===== config.mk =====
export PLATFORM = sky130hd
export DESIGN_NAME = fc_layer_sched
export DESIGN_NICKNAME = d
export VERILOG_FILES = /design/src/rtl/fc_layer_sched_pkg.sv /design/src/rtl/fc_layer_sched_wdog.sv /design/src/rtl/fc_layer_sched.sv
export SDC_FILE = /design/constraint.sdc
export NUM_CORES = 1
export LEC_CHECK = 0
export CAP_MARGIN = 20
export CELL_PAD_IN_SITES_DETAIL_PLACEMENT = 1
export CELL_PAD_IN_SITES_GLOBAL_PLACEMENT = 2
export CORE_MARGIN = 4
export CORE_UTILIZATION = 30
export DETAILED_ROUTE_END_ITERATION = 10
export PLACE_DENSITY_LB_ADDON = 0.1
export SLEW_MARGIN = 0
export SYNTH_ARGS = -nofsm -noshare
export SYNTH_HDL_FRONTEND = slang
export SYNTH_SLANG_ARGS = --single-unit

===== constraint.sdc =====
create_clock -name clk -period 2.7 [get_ports clk]
set_clock_uncertainty 0.1 [all_clocks]
set_input_delay 0.54 -clock clk [delete_from_list [all_inputs] [get_ports clk]]
set_output_delay 0.54 -clock clk [all_outputs]
set_load 0.005 [all_outputs]

===== src/rtl/fc_layer_sched_pkg.sv =====
// Shared types for the fully-connected layer scheduler.
// Holds the scheduler state encoding, the stage identifiers and small
// helpers that classify a state by stage and by handshake phase.
package fc_layer_sched_pkg;

    localparam int STATE_W = 4;

    typedef enum logic [STATE_W-1:0] {
        S_IDLE    = 4'd0,
        S_LD_ACK  = 4'd1,
        S_LD_WAIT = 4'd2,
        S_CP_ACK  = 4'd3,
        S_CP_WAIT = 4'd4,
        S_FN_ACK  = 4'd5,
        S_FN_WAIT = 4'd6,
        S_NEXT    = 4'd7,
        S_ERR     = 4'd8
    } sched_state_t;

    typedef enum logic [1:0] {
        STG_LD = 2'd0,
        STG_CP = 2'd1,
        STG_FN = 2'd2
    } stage_t;

    // Which downstream unit a state is talking to (LD for non-stage states).
    function automatic stage_t state_stage(input sched_state_t s);
        stage_t stg;
        case (s)
            S_CP_ACK, S_CP_WAIT: stg = STG_CP;
            S_FN_ACK, S_FN_WAIT: stg = STG_FN;
            default:             stg = STG_LD;
        endcase
        return stg;
    endfunction

    // True in the states where the watchdog is allowed to count.
    function automatic logic is_handshake(input sched_state_t s);
        return (s == S_LD_ACK) || (s == S_LD_WAIT) ||
               (s == S_CP_ACK) || (s == S_CP_WAIT) ||
               (s == S_FN_ACK) || (s == S_FN_WAIT);
    endfunction

endpackage


===== src/rtl/fc_layer_sched_wdog.sv =====
// Per-stage watchdog for the layer scheduler.
// Counts cycles spent in one handshake state; o_expired is high during the
// cycle that is the timeout_cycles-th cycle of that state, so the owner can
// leave for the error state on the following edge.
module fc_layer_sched_wdog #(
    parameter int timeout_cycles = 1024
) (
    input  logic clk,
    input  logic rst,
    input  logic clr,
    input  logic en,
    output logic o_expired
);

    localparam int CW = $clog2(timeout_cycles + 1);
    localparam logic [CW-1:0] LIMIT = CW'(timeout_cycles - 1);

    logic [CW-1:0] count;

    // Cycle counter: cleared on every state change, holds at the limit.
    always_ff @(posedge clk or negedge rst) begin
        if (!rst) begin
            count <= '0;
        end else if (clr) begin
            count <= '0;
        end else if (en && (count != LIMIT)) begin
            count <= count + CW'(1);
        end
    end

    assign o_expired = en && (count == LIMIT);

endmodule


===== src/rtl/fc_layer_sched.sv =====
// Multi-layer fully-connected inference sequencer for one CIM tile column.
// Per layer it runs input transfer (fc controller), CIM compute and the
// function unit in turn, each through a start/busy handshake guarded by a
// watchdog, and reports a single done pulse to the host.
// Optional cycle counter port o_cycles is built when FC_LAYER_SCHED_PERF_EN
// is defined.
//
// Stage handshake: the scheduler raises a stage start and holds it until it
// samples that stage's busy high (busy already high counts on the first
// cycle); start drops on the same edge the scheduler moves to the wait
// state, which then lasts until busy is sampled low. No other stage start
// is ever high at the same time.
module fc_layer_sched
    import fc_layer_sched_pkg::*;
#(
    parameter int num_layers     = 3,
    parameter int timeout_cycles = 1024,
    parameter int layer_w        = ($clog2(num_layers) > 0) ? $clog2(num_layers) : 1
) (
    input  logic               clk,
    input  logic               rst,
    input  logic               i_start,
    input  logic               i_abort,
    output logic               o_busy,
    output logic               o_done,
    output logic               o_err,
    output logic [layer_w-1:0] o_layer,
    output logic               o_ctrl_start,
    input  logic               i_ctrl_busy,
    output logic               o_cim_compute,
    input  logic               i_cim_busy,
    output logic               o_func_start,
    input  logic               i_func_busy,
    output logic [STATE_W-1:0] o_state
`ifdef FC_LAYER_SCHED_PERF_EN
    ,
    output logic [31:0]        o_cycles
`endif
);

    localparam logic [layer_w-1:0] LAST_LAYER = layer_w'(num_layers - 1);

    sched_state_t       state;
    sched_state_t       state_next;
    logic [layer_w-1:0] layer_next;
    logic               done_next;
    logic               stg_busy;
    logic               wd_clr;
    logic               wd_en;
    logic               wd_expired;

    // Select the busy flag of the unit the current state is talking to.
    always_comb begin
        stg_busy = 1'b0;
        case (state_stage(state))
            STG_LD:  stg_busy = i_ctrl_busy;
            STG_CP:  stg_busy = i_cim_busy;
            STG_FN:  stg_busy = i_func_busy;
            default: stg_busy = 1'b0;
        endcase
    end

    assign wd_clr = (state_next != state);
    assign wd_en  = is_handshake(state);

    fc_layer_sched_wdog #(
        .timeout_cycles(timeout_cycles)
    ) u_wdog (
        .clk      (clk),
        .rst      (rst),
        .clr      (wd_clr),
        .en       (wd_en),
        .o_expired(wd_expired)
    );

    // Next-state, next-layer and done decode; handshake beats timeout,
    // abort beats everything.
    always_comb begin
        state_next = state;
        layer_next = o_layer;
        done_next  = 1'b0;
        case (state)
            S_IDLE: begin
                if (i_start) begin
                    state_next = S_LD_ACK;
                    layer_next = '0;
                end
            end
            S_LD_ACK: begin
                if (stg_busy)        state_next = S_LD_WAIT;
                else if (wd_expired) state_next = S_ERR;
            end
            S_LD_WAIT: begin
                if (!stg_busy)       state_next = S_CP_ACK;
                else if (wd_expired) state_next = S_ERR;
            end
            S_CP_ACK: begin
                if (stg_busy)        state_next = S_CP_WAIT;
                else if (wd_expired) state_next = S_ERR;
            end
            S_CP_WAIT: begin
                if (!stg_busy)       state_next = S_FN_ACK;
                else if (wd_expired) state_next = S_ERR;
            end
            S_FN_ACK: begin
                if (stg_busy)        state_next = S_FN_WAIT;
                else if (wd_expired) state_next = S_ERR;
            end
            S_FN_WAIT: begin
                if (!stg_busy)       state_next = S_NEXT;
                else if (wd_expired) state_next = S_ERR;
            end
            S_NEXT: begin
                if (o_layer == LAST_LAYER) begin
                    state_next = S_IDLE;
                    layer_next = '0;
                    done_next  = 1'b1;
                end else begin
                    state_next = S_LD_ACK;
                    layer_next = o_layer + layer_w'(1);
                end
            end
            S_ERR: begin
                state_next = S_ERR;
            end
            default: begin
                state_next = S_IDLE;
                layer_next = '0;
            end
        endcase
        if (i_abort) begin
            state_next = S_IDLE;
            layer_next = '0;
            done_next  = 1'b0;
        end
    end

    // State, layer and all host/stage outputs registered from the decode.
    always_ff @(posedge clk or negedge rst) begin
        if (!rst) begin
            state         <= S_IDLE;
            o_layer       <= '0;
            o_busy        <= 1'b0;
            o_done        <= 1'b0;
            o_err         <= 1'b0;
            o_ctrl_start  <= 1'b0;
            o_cim_compute <= 1'b0;
            o_func_start  <= 1'b0;
        end else begin
            state         <= state_next;
            o_layer       <= layer_next;
            o_busy        <= (state_next != S_IDLE) && (state_next != S_ERR);
            o_done        <= done_next;
            o_err         <= (state_next == S_ERR);
            o_ctrl_start  <= (state_next == S_LD_ACK);
            o_cim_compute <= (state_next == S_CP_ACK);
            o_func_start  <= (state_next == S_FN_ACK);
        end
    end

    assign o_state = state;

`ifdef FC_LAYER_SCHED_PERF_EN
    // Run-length counter: cleared by abort or an accepted start, counts
    // busy cycles, saturates, and holds once the run stops being busy.
    always_ff @(posedge clk or negedge rst) begin
        if (!rst) begin
            o_cycles <= '0;
        end else if (i_abort) begin
            o_cycles <= '0;
        end else if ((state == S_IDLE) && i_start) begin
            o_cycles <= '0;
        end else if (o_busy && (o_cycles != 32'hFFFF_FFFF)) begin
            o_cycles <= o_cycles + 32'd1;
        end
    end
`else
    // No cycle counter in this build.
`endif

endmodule


# After elaboration in Yosys (flattened, before gate mapping)
# Index checks and enable logic that the tools add are counted.
# Widths: inputs -> output; s select.
# totals
register_bits	23
input_bits	7
out_inout_bits	12
elab_cells	70
# classes
addsub	2
n_eq_ne	21
n_mux	22
n_reduce_logical	16
# op_table
cell	count
$mux 4	9
$pmux 4 s9	1
$mux 11	2
$eq 4x3->1 const B	5
$eq 4x2->1 const B	3
$add 11x1->11 const B	1
$eq 11x10->1 const B	1
$ne 11x10->1 const B	1
$eq 4x1->1 const B	2
$eq 4x4->1 const B	2
$reduce_or 7->1	1
$mux 2	3
$pmux 2 s3	1
$logic_or 1x1->1	5
$eq 2x2->1 const B	2
$logic_not 4->1	1
$mux 1	4
$ne 4x4->1	1
$ne 4x4->1 const B	1
$pmux 2 s2	1
$reduce_bool 4->1	1
$reduce_or 2->1	2
$logic_and 1x1->1	3
$ne 3x3->1 const B	1
other kinds (7)	7

# Depth between registers and ports, before layout
# logic_depth
ltp_word	13
depth_mapped	9
ltp_nobuf	7

# By module
# Synthesis repeated with hierarchy kept, for this count alone.
# unflattened
cells_unflattened	181
hier_area_um2	1590.3
# modules_own_cells
mod	n_inst	cells_each	area_per_inst_um2
fc_layer_sched	1	116	977.2
fc_layer_sched_wdog	1	65	613.1

# Least setup slack after synthesis
# Ideal clock, no wire load.
# synth_timing
path_kind	input -> register
start	in i_func_busy
end	reg u_wdog.count[10]
setup_ns	0.070
t_arrival_ns	1.828
t_required_ns	2.530
slack_ns	0.702
path_stages	8
n_path_buf	2
cell_sequence	buf_2 > and2_1 > o211ai_1 > or4_1 > o2111ai_1 > nand4_1 > buf_6 > nor2_2
# synth_between
elab_chain_len	6
word_cells_on_any_way	12
classes_between	1 x eq/ne; 10 x mux; 1 x reduce/logical
# synth_rtl
element	line	source
start, declared	fc_layer_sched.sv:33	input logic i_func_busy,
$pmux 1 s3 *	fc_layer_sched.sv:55	case (state_stage(state))
$mux 4, or another cell as far along	fc_layer_sched.sv:110	if (!stg_busy) state_next = S_NEXT;
$pmux 4 s9 *	fc_layer_sched.sv:82	case (state)
$mux 4 *	fc_layer_sched.sv:131	if (i_abort) begin
$ne 4x4->1 *	fc_layer_sched.sv:63	assign wd_clr = (state_next != state);
$mux 11 / $reduce_bool 2->1 (equally long branches)	n/a	
end signal, assigned	fc_layer_sched_wdog.sv:27	count <= count + CW'(1);
end, declared	fc_layer_sched_wdog.sv:18	logic [CW-1:0] count;
# Mark *: on every way between the ends. The rest lies on a longest branch, timed or not.
# A chain may end at the register's enable or synchronous reset.

# Final worst setup path
# layout_timing
start	reg state[0] (netlist: o_state[0])
end	out o_state[0]
# layout_rtl
element	line	source
start, declared	fc_layer_sched.sv:43	sched_state_t state;
start signal, assigned	fc_layer_sched.sv:150	state <= state_next;
end, declared	fc_layer_sched.sv:34	output logic [STATE_W-1:0] o_state
# No word-level cell between the ends.

==> load_flow_metrics.sql <==
INSERT INTO impl_metrics (metric_group, metric, value, unit) VALUES
('run_status', 'result_of_the_run', 'finished, final reports clean', ''),
('setup_path', 'critical_path_required', '2060', 'ps'),
('final_layout', 'layout.cells.most_common_list', 'dfrtp_1 (23), clkdlybuf4s50_1 (18), nand2_1 (13)', ''),
('final_layout', 'total_nets_final', '203', ''),
('placement', 'dp_hpwl', '3.25', 'mm'),
('synthesis', 'synth_edf_count', '0', ''),
('sta', 'setup_violations', '0', ''),
('routing', 'first_iter_violations', '29', ''),
('clocking', 'post_cts_resize_count', '0', ''),
('final_layout', 'insertedDiodeCount', '0', ''),
('sta', 'rsz0062_at_grt', 'no', ''),
('sta', 'slew-limit-headroom', '63.7', '%'),
('clocking', 'numClockSinks', '23', ''),
('sta', 'timing_max_transition_violations_final', '0', ''),
('clocking', 'clock_tree.htree_level_count', '1', ''),
('synthesis', 'synth-async-reset-ratio', '100', '%'),
('clocking', 'cts_inserted_buffers', '3', ''),
('sta', 'setup-tns-final', '0', 'ps'),
('min_path', 'worst_hold_startpoint', 'o_layer[0]', ''),
('sta', 'max_freq', '426', 'MHz'),
('setup_path', 'worst_path_max_delay_cell', 'dfrtp_1', ''),
('routing', 'dr_total_vias', '1365', ''),
('synthesis', 'yosys.area.top_type_share', '38.0', '%'),
('synthesis', 'post_synth_instance_area', '0.00151', 'mm2'),
('routing', 'detail_route.first_pass.iterations', '4', ''),
('placement', 'dp_cells', '257', ''),
('min_path', 'min_path_type', 'flop to flop', ''),
('clocking', 'post_cts_buffers', '0', ''),
('grt', 'first_pass_grt_wire_length', '7.45', 'mm'),
('clocking', 'cts.root.buffer_cell', 'clkbuf_8', ''),
('floorplan', 'die_area', '0.00624', 'mm2'),
('floorplan', 'placementRows', '25', ''),
('synthesis', 'ys.flop_type', 'dfrtp_1', ''),
('clocking', 'cts_tree', 'done', ''),
('synthesis', 'ys_types', '53', ''),
('sta', 'layout_min_cycle_time', '2350', 'ps'),
('setup_path', 'cp-end-kind', 'output pin', ''),
('pwr', 'power_density', '472', 'mW/mm2'),
('synthesis', 'synth-warning-count', '0', ''),
('clocking', 'clock_latency', '260', 'ps'),
('floorplan', 'pin_count', '19', ''),
('sta', 'hold_slack', '444', 'ps'),
('grt', 'grt_pass1_vias', '1494', ''),
('clocking', 'clock_transition_at_the_register_clock_pins_on_the_worst_setup_and_hold_paths_after_cts', '80', 'ps'),
('flow_run', 'cap_violations', '0', ''),
('floorplan', 'initial_utilization', '31.4', '%'),
('final_layout', 'synthToLayoutAreaGrowth', '22.2', '%'),
('grt', 'grt_remaining_overflow', '0', ''),
('routing', 'finalWirelength', '4.18', 'mm'),
('setup_path', 'worstSetupStartpoint', 'o_state[0]', ''),
('grt', 'globalRouteTotalUtil', '14.9', '%'),
('final_layout', 'multiInputGateArea', '851', 'um2'),
('synthesis', 'average_instance_area_after_synthesis', '8.90', 'um2'),
('routing', 'avgRoutedWirePerCell', '16.0', 'um'),
('setup_path', 'crit-reg2reg-launch', 'o_state[0]', ''),
('final_layout', 'filler_cell_count', '601', ''),
('floorplan', 'die_h', '79.0', 'um'),
('routing', 'drt-vias-per-instance', '5.23', ''),
('floorplan', 'core_outline_area', '0.00482', 'mm2'),
('setup_path', 'cp_cell_sequence', 'buf_4 -> clkdlybuf4s50_1', ''),
('synthesis', 'synth.area.top_cells', 'dfrtp_1 (38%), nor2_2 (4.5%), xor2_1 (4.1%)', ''),
('placement', 'place.port_buffers', '18', ''),
('routing', 'detail_route.drc_violations', '0', ''),
('synthesis', 'yosys_reg_bits', '23', ''),
('pwr', 'peakVddDrop', '332', 'uV'),
('grt', 'grtUsageMet2', '23.5', '%'),
('routing', 'antenna_violating_nets_post_route', '0', ''),
('synthesis', 'yosys.area.top_type', 'dfrtp_1', ''),
('final_layout', 'final_layout_size_suffix_gt1_share', '18.0', '%'),
('setup_path', 'critical_path_peak_fanout', '17', ''),
('placement', 'place.gp.congestion', '0.793', '');
-- through the flow --
step / utilization, % / power (mW) / setup WS [ps] / cell area [um2]
after floorplan: - / 0.570 / 702 / 1510
after detailed placement: 37.4 / 0.668 / 153 / 1800
final: 38.4 / 0.873 / 351 / 1850
after CTS: 38.4 / 0.885 / 337 / 1850
after global routing: 38.4 / 0.936 / 255 / 1850
after global placement: 37.4 / 0.661 / 115 / 1800
-- final cells by class --
cell class | instances | area share [%]
clock buffer | 3 | 2.23
timing repair buffer | 30 | 14.6
clock inverter | 1 | 0.271
multi-input combinational | 131 | 46.0
inverter | 6 | 1.22
tap | 67 | 4.53
sequential | 23 | 31.1
-- path summary, 6_finish.rpt --
kind                       slack [ps]  cells past startpoint               to
setup / recovery                  350                      2       o_state[0]
hold / removal                    440                      1       o_layer[0]
setup reg to reg                  450                      7  u_wdog.count[1]
hold reg to reg                   440                      1       o_layer[0]
max in group asynchronous        1740                      2  u_wdog.count[2]
min in group asynchronous         530                      2       o_layer[0]
-- routing by layer --
layer	part of all wire, %	routed length [um]
met5	0	0
met4	0.36	15
met3	4.5	190
met2	45	1900
met1	50	2070
-- worst reg2reg max path: cells and delay by family (launching register included) --
kind	cells	cell delay [ps]
simple gates	3	640
compound gates	3	580
flops	1	580
buf+inv	1	230
-- logic make-up after synthesis --
logic type                 share of synthesized area (%)
buffers and inverters                               5.71
DFF                                                 38.0
xor gates and xnor gates                            5.21
AOI/OAI and AO/OA                                   15.6
and+or+nand+nor                                     31.7
muxes                                               2.15
adders and majority gates                           1.57
-- cell usage after synthesis, types with 2 or more instances --
library cell and instances:
buf_2 6, and4_1 3, a21oi_1 5, buf_6 2, nand2_1 13, o21ai_0 11
nand3_1 6, xnor2_1 2, nand2b_1 3, nor2b_1 2, nand4_1 8, dfrtp_1 23
and3_1 4, nor2_2 11, and3b_1 2, o21a_1 2, xor2_1 7, inv_1 5
nor2_1 12, and4b_1 2, mux2_2 2, and2_1 3, o22ai_1 2, nor3_1 5
-- power breakdown --
part	internal [mW]	switching (mW)	total [mW]	leakage [nW]
Clock	0.103	0.112	0.215	0.0255
Sequential	0.368	0.0353	0.404	0.316
Combinational	0.111	0.144	0.255	0.433
-- state kept, by name, summed over array words and instances (netlist names) --
signal	flops
o_done	1
o_state	4
o_layer	2
o_ctrl_start	1
o_err	1
u_wdog.count	11
o_func_start	1
o_busy	1
o_cim_compute	1
No activity file was read; power rests on OpenSTA's default activity.
==> edit 1: new RTL, same flow settings <==
The option `FC_LAYER_SCHED_PERF_EN` is turned on by a define.
--- a/src/rtl/fc_layer_sched.sv
+++ b/src/rtl/fc_layer_sched.sv
@@ -10,6 +10,8 @@
 // cycle); start drops on the same edge the scheduler moves to the wait
 // state, which then lasts until busy is sampled low. No other stage start
 // is ever high at the same time.
+`define FC_LAYER_SCHED_PERF_EN
+
 module fc_layer_sched
     import fc_layer_sched_pkg::*;
 #(
Function (old outputs only; new: o_cycles): kept (Yosys induction, for registers that start in step).
==> edit 1 against the original RTL <==
Count of clock-buffer cells in the layout increased by 3. Synthesized area increased by 110%. Critical endpoint is now u_wdog.count[6]. Power up 100%. Cell area rose by 120%. Sequential cell count rose by 32. Wire length increased by 120%. Setup slack better by 0.0029 ns. Clock power grew to 2.8 times the old value. First-iteration DRC count rose by 76%.
==> edit 1: results (changes against the original RTL) <==
The proportion of cell area occupied by multi-input gates is 42.1% (was 46.0%). The average wire per cell in the routed design came to 16.9 microns (was 16.0 microns). The area of all placed cells without fillers is 4050 sq um (was 1850 sq um). The share of synthesized area occupied by flip-flops and latches is 43.0% (was 38.0%). The number of buffers added by the clock tree synthesis step is 5 (was 3). The total routed wire length on the met1 layer is 4110 microns (was 2070 microns). The total half-perimeter wirelength after legalization and detailed placement is 6640 microns (was 3250 microns). The global-route met2 utilization was 27.3% (was 23.5%).

The layout inverter count without the clock tree came out at 9 (was 6). The total cell area at the placement stage was 3930 sq um (was 1800 sq um). The weighted congestion reported at the end of routability-driven placement came out at 0.777 (was 0.793). The post-synthesis compound-gate area fraction is 17.8% (was 15.6%). The latest clock arrival within the worst-skew pair is 0.32 ns (was 0.26 ns). The cell total after placement is 536 (was 257). The multi-input combinational gate total came to 266 (was 131). The register containing the most flip-flops in the final layout is o_cycles (was u_wdog.count). The number of levels the H-tree was split into came to 2 (was 1).

The area share of buffers outside the clock network is 15.9% (was 14.6%). Top cells by area, synth: sky130_fd_sc_hd__dfrtp_1, sky130_fd_sc_hd__o21ai_0, sky130_fd_sc_hd__nor4_1 (was sky130_fd_sc_hd__dfrtp_1, sky130_fd_sc_hd__nor2_2, sky130_fd_sc_hd__xor2_1). The via count of the first global-routing pass came out at 3115 (was 1494). Result of the run: finished, final reports clean (unchanged). The clock power share was 33.4% (was 24.6%). The number of cells in the finished layout apart from fillers is 544 (was 261). The global-route track usage on met3 is 2.61% (was 3.63%). The post-placement worst setup slack came out at 0.0415 ns (was 0.153 ns). Top cells by instance count after synthesis: sky130_fd_sc_hd__dfrtp_1, sky130_fd_sc_hd__nand2_1, sky130_fd_sc_hd__nor2_1, sky130_fd_sc_hd__o21ai_0, sky130_fd_sc_hd__nand3_1 (was sky130_fd_sc_hd__dfrtp_1, sky130_fd_sc_hd__nand2_1, sky130_fd_sc_hd__nor2_1, sky130_fd_sc_hd__nor2_2, sky130_fd_sc_hd__o21ai_0). The multiplexer fraction of the synthesized cell area came out at 1.64% (was 2.15%). The pin count of the biggest net entering global routing is 56 (was 24).

The clock sink total came out at 55 (was 23).
[edit 1: cell count changes in the layout (fill, tap and decap cells not counted), moves of 10 or more]
cell,unedited run,this run
sky130_fd_sc_hd__nor2_1,12,22
sky130_fd_sc_hd__or3_1,0,17
sky130_fd_sc_hd__nor2_2,11,0
sky130_fd_sc_hd__o21ai_0,11,22
sky130_fd_sc_hd__dfrtp_1,23,55
sky130_fd_sc_hd__nor4_1,0,17
sky130_fd_sc_hd__clkdlybuf4s50_1,18,49
sky130_fd_sc_hd__a21oi_1,5,18
sky130_fd_sc_hd__nand3_1,6,21
sky130_fd_sc_hd__nand2_1,13,27
[edit 1: path summary, 6_finish.rpt]
path	endpoint	slack, ns
max	u_wdog.count[6]	0.35
min	o_cycles[4]	0.26
min reg2reg	u_wdog.count[10]	0.44
min in group clk	u_wdog.count[10]	0.44
max in group asynchronous	u_wdog.count[10]	1.76
max reg2reg	u_wdog.count[6]	0.35
==> edit 2: new RTL, same flow settings <==
Without the edit above. The output `o_done` loses its register stage (`o_done` becomes a continuous assignment).
--- a/src/rtl/fc_layer_sched.sv
+++ b/src/rtl/fc_layer_sched.sv
@@ -141,7 +141,6 @@
             state         <= S_IDLE;
             o_layer       <= '0;
             o_busy        <= 1'b0;
-            o_done        <= 1'b0;
             o_err         <= 1'b0;
             o_ctrl_start  <= 1'b0;
             o_cim_compute <= 1'b0;
@@ -150,13 +149,14 @@
             state         <= state_next;
             o_layer       <= layer_next;
             o_busy        <= (state_next != S_IDLE) && (state_next != S_ERR);
-            o_done        <= done_next;
             o_err         <= (state_next == S_ERR);
             o_ctrl_start  <= (state_next == S_LD_ACK);
             o_cim_compute <= (state_next == S_CP_ACK);
             o_func_start  <= (state_next == S_FN_ACK);
         end
     end
+
+    assign o_done = done_next;
 
     assign o_state = state;
 
Check against the original RTL: same outputs for any inputs over 10 cycles, from zero or initial values and one cycle with rst low; that may be too few to reach the edited logic, so the function may still have changed.
==> edit 2 against the original RTL <==
Setup slack lost 0.24 ns. Sequential cell count down 1. Sequential share of layout area shrank 1.6 points. Final cell count rose by 0.38%. Synthesized area fell by 1.7%. Largest cell class unchanged. Fmax shrank 9.2%. Utilization rose by 0.90 points. Power is 9.9% higher. Critical path type is now input pin to output pin. Wire length rose by 0.43%. Worst hold slack worse by 0.0018 ns. Critical path depth rose by 3. Cell area grew 1.0%.
==> edit 2: results (changes against the original RTL) <==
Result of the run: finished, final reports clean (unchanged). The worst-margin pin slew is 0.455 ns (was 0.544 ns). The detailed router's first-iteration violation count is 141 (was 29). Top cells by area, synth: sky130_fd_sc_hd__dfrtp_1, sky130_fd_sc_hd__nor2_2, sky130_fd_sc_hd__xor2_1 (unchanged).

The met1 demand-to-capacity share in global routing is 21.7% (was 21.0%). The net switching component of the power came out at 0.289 mW (was 0.291 mW). The wire length on met3 came out at 134 microns (was 190 microns).

The sequential cell area in the final layout came out at 552 sq um (was 576 sq um). The post-placement worst setup slack is 0.0332 ns (was 0.153 ns). The number of nets at the end of the flow is 204 (was 203). The global-route wire length before repair came out at 7120 microns (was 7450 microns). The total routed wire length on the met1 layer is 2220 microns (was 2070 microns). The biggest fanout along the worst timing path is 5 (was 17). The average wire per cell in the routed design was 16.0 microns (about the same). The floorplan die area is 6150 sq um (was 6240 sq um). The net count after synthesis came out at 177 (was 178). The slowest stage cell on the critical path is sky130_fd_sc_hd__clkdlybuf4s50_1 (was sky130_fd_sc_hd__dfrtp_1). Top cells by instance count after synthesis: sky130_fd_sc_hd__dfrtp_1, sky130_fd_sc_hd__nand2_1, sky130_fd_sc_hd__nor2_1, sky130_fd_sc_hd__nor2_2, sky130_fd_sc_hd__o21ai_0 (unchanged).

The routed via count came out at 1355 (was 1365). The overall track demand over capacity in global routing came to 14.6% (was 14.9%). The share of layout cells above drive strength 1 is 20.0% (was 18.0%).

The weighted congestion reported at the end of routability-driven placement came out at 0.861 (was 0.793). The number of inserted filler cells in the final layout was 575 (was 601). The post-detailed-route via-to-cell ratio is 5.17 (was 5.23).

The data arrival time of the critical path is 1.95 ns (was 1.71 ns). The cell total after placement is 258 (was 257). The pin count of the biggest net entering global routing came out at 23 (was 24). The leakage dissipation is 0.778 nW (was 0.774 nW). The global-route track usage on met3 was 2.98% (was 3.63%).
-- edit 2: cell count changes after synthesis --
cell,delta
sky130_fd_sc_hd__dfrtp_1,-1
-- edit 2: path summary, 6_finish.rpt --
path	startpoint	to	slack, ns	depth (start not counted)
max	i_abort	o_done	0.11	5
min	o_layer[0]	o_layer[0]	0.44	1
max reg2reg	o_state[2]	u_wdog.count[3]	0.45	7
min reg2reg	o_layer[0]	o_layer[0]	0.44	1
max in group asynchronous	rst	o_state[2]	1.74	2
min in group asynchronous	rst	o_layer[1]	0.52	2
-- edit 2: kinds of logic (layout without fill, tap and decap cells) --
kind of cell / Yosys count / in the layout / synth area share, %
XOR/XNOR: 9 / 9 / 5.30
buffers and inverters: 16 / 42 / 5.80
adder cells (fa/ha/maj): 2 / 2 / 1.60
AO/OA/AOI/OAI: 34 / 34 / 15.9
flip-flops: 22 / 22 / 37.0
multiplexers: 3 / 3 / 2.19
AND/OR/NAND/NOR: 83 / 83 / 32.2
-- edit 2: power groups by stage --
stage / Clock, mW / Combinational [mW] / Sequential [mW]
after global routing: 0.340 / 0.294 / 0.392
after floorplan: 0 / 0.175 / 0.379
after CTS: 0.325 / 0.266 / 0.387
final: 0.309 / 0.264 / 0.386
after global placement: 0 / 0.262 / 0.392
after detailed placement: 0 / 0.265 / 0.393
-- edit 2: area by class of cell --
type | count | share of cell area, %
inverters | 6 | 1.21
clock buffers | 3 | 2.21
flip-flops and latches | 22 | 29.5
clock inverters | 1 | 1.61
well taps | 67 | 4.49
multi-input cells | 131 | 45.7
repair buffers | 32 | 15.3
-- edit 2: timing repair --
item / in CTS / in global routing
buffers inserted: 0 / 0
setup endpoints to repair: 0 / 11
gates resized for setup: 0 / 2
